## src/rtl/ahb_write_slave.sv

```systemverilog
// AHB-Lite slave write path for the 8-bit register block.
// Holds payload/size registers and inserts programmable wait states and two-cycle ERROR responses.
module ahb_write_slave #(
  parameter int WAIT_STATES = 1
) (
  input  logic       hclk,
  input  logic       hreset_n,
  input  logic       hsel_x,
  input  logic       hready,
  input  logic       hwrite,
  input  logic [1:0] htrans,
  input  logic [2:0] hsize,
  input  logic [1:0] haddr,
  input  logic [7:0] hwdata,
  output logic       hreadyout,
  output logic       hresp,
  output logic [7:0] payload_0,
  output logic [7:0] payload_1,
  output logic [4:0] data_size,
  output logic       wr_valid,
  output logic [1:0] wr_addr
);

  localparam int CW = (WAIT_STATES < 1) ? 1 : $clog2(WAIT_STATES + 1);
  localparam logic [CW-1:0] CNT_LOAD = CW'(WAIT_STATES);

  typedef enum logic [1:0] {
    IDLE,
    DATA,
    ERR
  } state_t;

  state_t          state_q, state_d;
  logic [CW-1:0]   cnt_q, cnt_d;
  logic [1:0]      addr_q, addr_d;
  logic            addr_err_q, addr_err_d;
  logic [7:0]      payload_0_q, payload_0_d;
  logic [7:0]      payload_1_q, payload_1_d;
  logic [4:0]      data_size_q, data_size_d;
  logic            wr_valid_q, wr_valid_d;
  logic [1:0]      wr_addr_q, wr_addr_d;

  logic accept;
  logic data_err;
  logic start_phase;
  logic unused_htrans;

  assign unused_htrans = htrans[0];
  assign accept   = hsel_x & hready & htrans[1] & hwrite;
  // data_size only holds 5 bits, so any upper hwdata bit makes that write illegal
  assign data_err = addr_err_q | ((addr_q == 2'd3) & (hwdata[7:5] != 3'b000));

  always_comb begin
    state_d     = state_q;
    cnt_d       = cnt_q;
    addr_d      = addr_q;
    addr_err_d  = addr_err_q;
    payload_0_d = payload_0_q;
    payload_1_d = payload_1_q;
    data_size_d = data_size_q;
    wr_valid_d  = 1'b0;
    wr_addr_d   = wr_addr_q;
    hreadyout   = 1'b1;
    hresp       = 1'b0;
    start_phase = 1'b0;

    case (state_q)
      IDLE: begin
        start_phase = accept;
      end
      DATA: begin
        if (data_err) begin
          hreadyout = 1'b0;
          hresp     = 1'b1;
          state_d   = ERR;
        end else if (cnt_q != '0) begin
          hreadyout = 1'b0;
          cnt_d     = cnt_q - CW'(1'b1);
        end else begin
          case (addr_q)
            2'd1:    payload_0_d = hwdata;
            2'd2:    payload_1_d = hwdata;
            2'd3:    data_size_d = hwdata[4:0];
            default: ;
          endcase
          wr_valid_d  = 1'b1;
          wr_addr_d   = addr_q;
          state_d     = IDLE;
          start_phase = accept;
        end
      end
      ERR: begin
        hresp       = 1'b1;
        state_d     = IDLE;
        start_phase = accept;
      end
      default: state_d = IDLE;
    endcase

    // a newly accepted address phase overrides the return to IDLE
    if (start_phase) begin
      state_d    = DATA;
      cnt_d      = CNT_LOAD;
      addr_d     = haddr;
      addr_err_d = (haddr == 2'd0) | (hsize != 3'b000);
    end
  end

  always_ff @(posedge hclk or negedge hreset_n) begin
    if (!hreset_n) begin
      state_q     <= IDLE;
      cnt_q       <= '0;
      addr_q      <= '0;
      addr_err_q  <= 1'b0;
      payload_0_q <= '0;
      payload_1_q <= '0;
      data_size_q <= '0;
      wr_valid_q  <= 1'b0;
      wr_addr_q   <= '0;
    end else begin
      state_q     <= state_d;
      cnt_q       <= cnt_d;
      addr_q      <= addr_d;
      addr_err_q  <= addr_err_d;
      payload_0_q <= payload_0_d;
      payload_1_q <= payload_1_d;
      data_size_q <= data_size_d;
      wr_valid_q  <= wr_valid_d;
      wr_addr_q   <= wr_addr_d;
    end
  end

  assign payload_0 = payload_0_q;
  assign payload_1 = payload_1_q;
  assign data_size = data_size_q;
  assign wr_valid  = wr_valid_q;
  assign wr_addr   = wr_addr_q;

endmodule

```

## config.mk

```make
export PLATFORM = sky130hd
export DESIGN_NAME = ahb_write_slave
export DESIGN_NICKNAME = d
export VERILOG_FILES = /design/src/rtl/ahb_write_slave.sv
export SDC_FILE = /design/constraint.sdc
export NUM_CORES = 1
export LEC_CHECK = 0
export ABC_AREA = 0
export CORE_MARGIN = 5
export CORE_UTILIZATION = 46
export CTS_BUF_LIST = sky130_fd_sc_hd__clkbuf_8
export DETAILED_ROUTE_END_ITERATION = 8
export MAX_ROUTING_LAYER = met4
export PLACE_DENSITY = 0.82
export SLEW_MARGIN = 30
export SYNTH_ARGS = -nofsm -noshare
export SYNTH_HDL_FRONTEND = slang
export SYNTH_SLANG_ARGS = --single-unit
```

## constraint.sdc

```tcl
create_clock -name hclk -period 4.35 [get_ports hclk]
set_input_delay 1.305 -clock hclk [delete_from_list [all_inputs] [get_ports hclk]]
set_output_delay 1.305 -clock hclk [all_outputs]
set_load 0.1 [all_outputs]
```

==> results_tabular.tex <==
\begin{tabular}{lr}
\hline
Metric & Value \\
\hline
\multicolumn{2}{l}{\textbf{Finish}} \\
\quad Area used by sequential logic in the layout & between 700 and 800 sq um \\
\quad Leading cell types in the layout, fill and taps excluded & 42 x sky130\_fd\_sc\_hd\_\_clkdlybuf4s50\_1, 30 x sky130\_fd\_sc\_hd\_\_dfrtp\_1, 23 x sky130\_fd\_sc\_hd\_\_mux2\_2, 5 x sky130\_fd\_sc\_hd\_\_clkbuf\_8, 4 x sky130\_fd\_sc\_hd\_\_ha\_1 \\
\quad Filler cell count & 198 \\
\quad Area used by multi-input combinational logic & 531 sq um \\
\quad Layout cell share with drive strength beyond 1 & 31.9\% \\
\quad Most common cell after layout, fill and taps aside & sky130\_fd\_sc\_hd\_\_clkdlybuf4s50\_1 \\
\quad Antenna diodes & 0 \\
\quad Layout overhead on the synthesized area & 47.2\% \\
\quad Number of nets in the layout & 164 \\
\multicolumn{2}{l}{\textbf{Yosys}} \\
\quad Share of the synthesized area in compound gates (AO/OA/AOI/OAI) & 5.63\% \\
\quad Cell types with the largest area share after synthesis & sky130\_fd\_sc\_hd\_\_dfrtp\_1 58\%, sky130\_fd\_sc\_hd\_\_mux2\_2 20\%, sky130\_fd\_sc\_hd\_\_ha\_1 3.9\% \\
\quad Synth Area in XOR/XNOR & 0\% \\
\quad Mapped Cells & between 80 and 90 \\
\quad Flip-flop and latch count after synthesis & 30 \\
\quad Largest family of logic cells by synthesized area & multiplexers \\
\quad Cell type with the highest aggregate area in the netlist & sky130\_fd\_sc\_hd\_\_dfrtp\_1 \\
\quad Mux share of post-synthesis cell area & 23.6\% \\
\quad Post-synthesis share of cell area spent on full adders, half adders and majority gates & 3.88\% \\
\quad Netlist area before placement & around 0.0013 sq mm \\
\quad Warnings from Yosys & 0 \\
\quad Post-synthesis simple-gate area fraction & just under 8\% \\
\quad Top-area cell type share of the netlist area & 58.3\% \\
\quad Sequential fraction of the synthesis area & 58.3\% \\
\quad Asr flop ratio synth & 100\% \\
\quad Per-instance average area after synthesis & 14.8 sq um \\
\quad Post-synth EDFFs & 0 \\
\quad Most instantiated flip-flop cell in the synthesis netlist & sky130\_fd\_sc\_hd\_\_dfrtp\_1 \\
\quad Post-synthesis net count & 111 \\
\quad Distinct cell type count after synthesis & 24 \\
\multicolumn{2}{l}{\textbf{Detailed routing}} \\
\quad Final routed DRC violation total & 0 \\
\quad Final Routed Wirelength & 2920 um \\
\quad Average routed wire per standard cell & roughly 17 um \\
\quad DR vias/cell & 5.15 \\
\quad Routed via count & 886 \\
\quad Initial drt markers & 9 \\
\quad Final antenna-violating net count & 0 \\
\quad Detailed-routing iteration count for the pre-antenna-repair pass & 4 \\
\multicolumn{2}{l}{\textbf{CTS}} \\
\quad TritonCTS clock tree & done \\
\quad Number of sinks handled by clock tree synthesis & 30 \\
\quad Root Driver & sky130\_fd\_sc\_hd\_\_clkbuf\_8 \\
\quad Cts hold-fix bufs & 0 \\
\quad Clock edge transition at the registers on the reported setup and hold paths & 0.07 ns \\
\quad Setup fix buffers added after clock tree synthesis & 0 \\
\quad Post-CTS Resized & 0 \\
\quad Htree depth & 2 \\
\quad Clk\_lat worst skew & 0.28 ns \\
\quad Maximum count of clock buffers along a single path & 2 \\
\quad Inserted Clock Buffers & 5 \\
\multicolumn{2}{l}{\textbf{Floorplan}} \\
\quad Die extent in y & 62.9 um \\
\quad FP Rows & 19 \\
\quad Number of primary I/O pins & 46 \\
\quad Effective utilization at floorplan & 47.6\% \\
\quad Core footprint & 0.00271 sq mm \\
\quad Area of the die & 0.00396 sq mm \\
\quad Overall die width & around 63 um \\
\multicolumn{2}{l}{\textbf{Worst setup path}} \\
\quad FF-to-FF path depth & 6 \\
\quad Critical setup path kind & in -> out \\
\quad Biggest cell delay along the critical path & roughly 0.46 ns \\
\quad Critical-path maximum fanout & 3 \\
\quad R2R setup slack & 2.26 ns \\
\quad Launch point of the worst reg-to-reg path & state\_q[1]\$\_DFFE\_PN0P\_ \\
\quad Worst-path cell with the longest stage delay & sky130\_fd\_sc\_hd\_\_clkdlybuf4s50\_1 \\
\quad Worst EP required & 3.04 ns \\
\quad Terminus of the critical flop-to-flop path & payload\_0[0]\$\_DFFE\_PN0P\_ \\
\quad CP Launch Type & input pin \\
\quad Cells along the critical path & clkdlybuf4s50\_1, o311ai\_1, nand2b\_1, a21oi\_1, nor2b\_1, buf\_12 \\
\quad Cell family with most CP delay & buffers and inverters \\
\quad Critical Path End Type & output port \\
\quad Buffers plus inverters on the worst setup path & 2 \\
\quad Arrival time reported for the critical path endpoint & 2.76 ns \\
\multicolumn{2}{l}{\textbf{STA}} \\
\quad Number of hold-slack violations in the final timing report & 0 \\
\quad Worst relative slew slack & 32.8\% \\
\quad Final number of setup-violating endpoints & 0 \\
\quad Top achievable clock speed & 0.246 GHz \\
\quad Setup TNS & 0 ns \\
\quad Final period utilization & 93.5\% \\
\quad Max Slew Vio Count & 0 \\
\quad Minimum hold slack & between 0.5 and 0.6 ns \\
\quad Setup repair after global routing missed its margin & false \\
\quad Final critical path time including I/O delays and setup & 4.07 ns \\
\quad Worst clock skew on the final layout & 0.00446 ns \\
\quad Least-Margin Pin Slew & 1.01 ns \\
\multicolumn{2}{l}{\textbf{Global routing}} \\
\quad Vias in the first global route & 1042 \\
\quad First-pass GRT wire length & 5030 um \\
\quad Residual overflow from global routing & 0 \\
\quad Number of antenna violations at the first check in global routing & 0 \\
\quad Total global-route track usage & between 15 and 20\% \\
\quad Pin count of the biggest net entering global routing & 31 \\
\multicolumn{2}{l}{\textbf{Worst hold path}} \\
\quad Hold EP & data\_size[2]\$\_DFFE\_PN0P\_ \\
\quad Hold\_sp & data\_size[2]\$\_DFFE\_PN0P\_ \\
\quad Type of the worst min-delay path & reg -> reg \\
\quad Number of instances on the worst hold path & 1 \\
\multicolumn{2}{l}{\textbf{Placement}} \\
\quad Gpl congestion & between 0.8 and 0.9 \\
\quad HPWL after detailed placement & 2190 um \\
\quad Number of port buffers & between 40 and 50 \\
\multicolumn{2}{l}{\textbf{Flow run}} \\
\quad Max-cap violations & 0 \\
\multicolumn{2}{l}{\textbf{Outcome}} \\
\quad Outcome & finished clean \\
\hline
\end{tabular}
==> state kept, by name (all words and copies together), names as in the netlist <==
register and cells:
addr_err_q 1, addr_q 2, cnt_q 1, data_size 5
payload_0 8, payload_1 8, state_q 2, wr_addr 2
wr_valid 1
==> layout make-up <==
cell class / count / share of cell area [%]
inverters: 3 / 0.594
flip-flops and latches: 30 / 39.6
clock buffers: 5 / 3.63
clock inverters: 3 / 1.12
well taps: 31 / 2.04
repair buffers: 46 / 25.1
multi-input cells: 54 / 28.0
==> metal layers <==
| metal | up-vias | track usage [%] | routed length (um) |
|---|---|---|---|
| met5 | - | - | 0 |
| met4 | 0 | 4.77 | 36 |
| met3 | 6 | 7.01 | 217 |
| met2 | 36 | 27.6 | 1470 |
| met1 | 428 | 18.8 | 1190 |
| li1 | 416 | - | - |
==> cells by family after synthesis <==
logic type | Yosys count
AOI/OAI and AO/OA | 9
adders and majority gates | 4
buffers and inverters | 3
DFF | 30
muxes | 26
and+or+nand+nor | 15
==> Yosys cell counts, types with 2 or more instances <==
cell type and n:
sky130_fd_sc_hd__o21ai_0 2, sky130_fd_sc_hd__mux2_4 3, sky130_fd_sc_hd__nor2b_1 2, sky130_fd_sc_hd__a31oi_1 2, sky130_fd_sc_hd__nand2_1 3, sky130_fd_sc_hd__inv_1 2
sky130_fd_sc_hd__ha_1 4, sky130_fd_sc_hd__mux2_2 23, sky130_fd_sc_hd__nand3b_1 2, sky130_fd_sc_hd__dfrtp_1 30
==> through the flow <==
step / cells / area (sq um) / util (%) / worst slack (ns)
final: 172 / 1900 / 70.0 / 0.282
after global routing: 172 / 1900 / 70.0 / 0.222
after CTS: 172 / 1900 / 70.0 / 0.303
after detailed placement: 164 / 1810 / 66.7 / 0.303
after global placement: 164 / 1810 / 66.7 / 0.344
after floorplan: 87 / 1290 / - / 0.0346
==> worst max-delay path by stage <==
stage	from	to	slack [ns]	cells past startpoint
2_1_floorplan	hwdata[6]	hresp	0.03	4
3_3_place_gp	hwdata[6]	hresp	0.34	6
3_5_place_dp	hwdata[6]	hresp	0.30	6
4_1_cts	hwdata[6]	hresp	0.30	6
5_1_grt	hwdata[6]	hresp	0.22	6
6_report	hwdata[6]	hresp	0.28	6
Power is left out: the tool's default activity adds up to more than one toggle a clock period on the data nets, which glitch-free logic cannot reach.
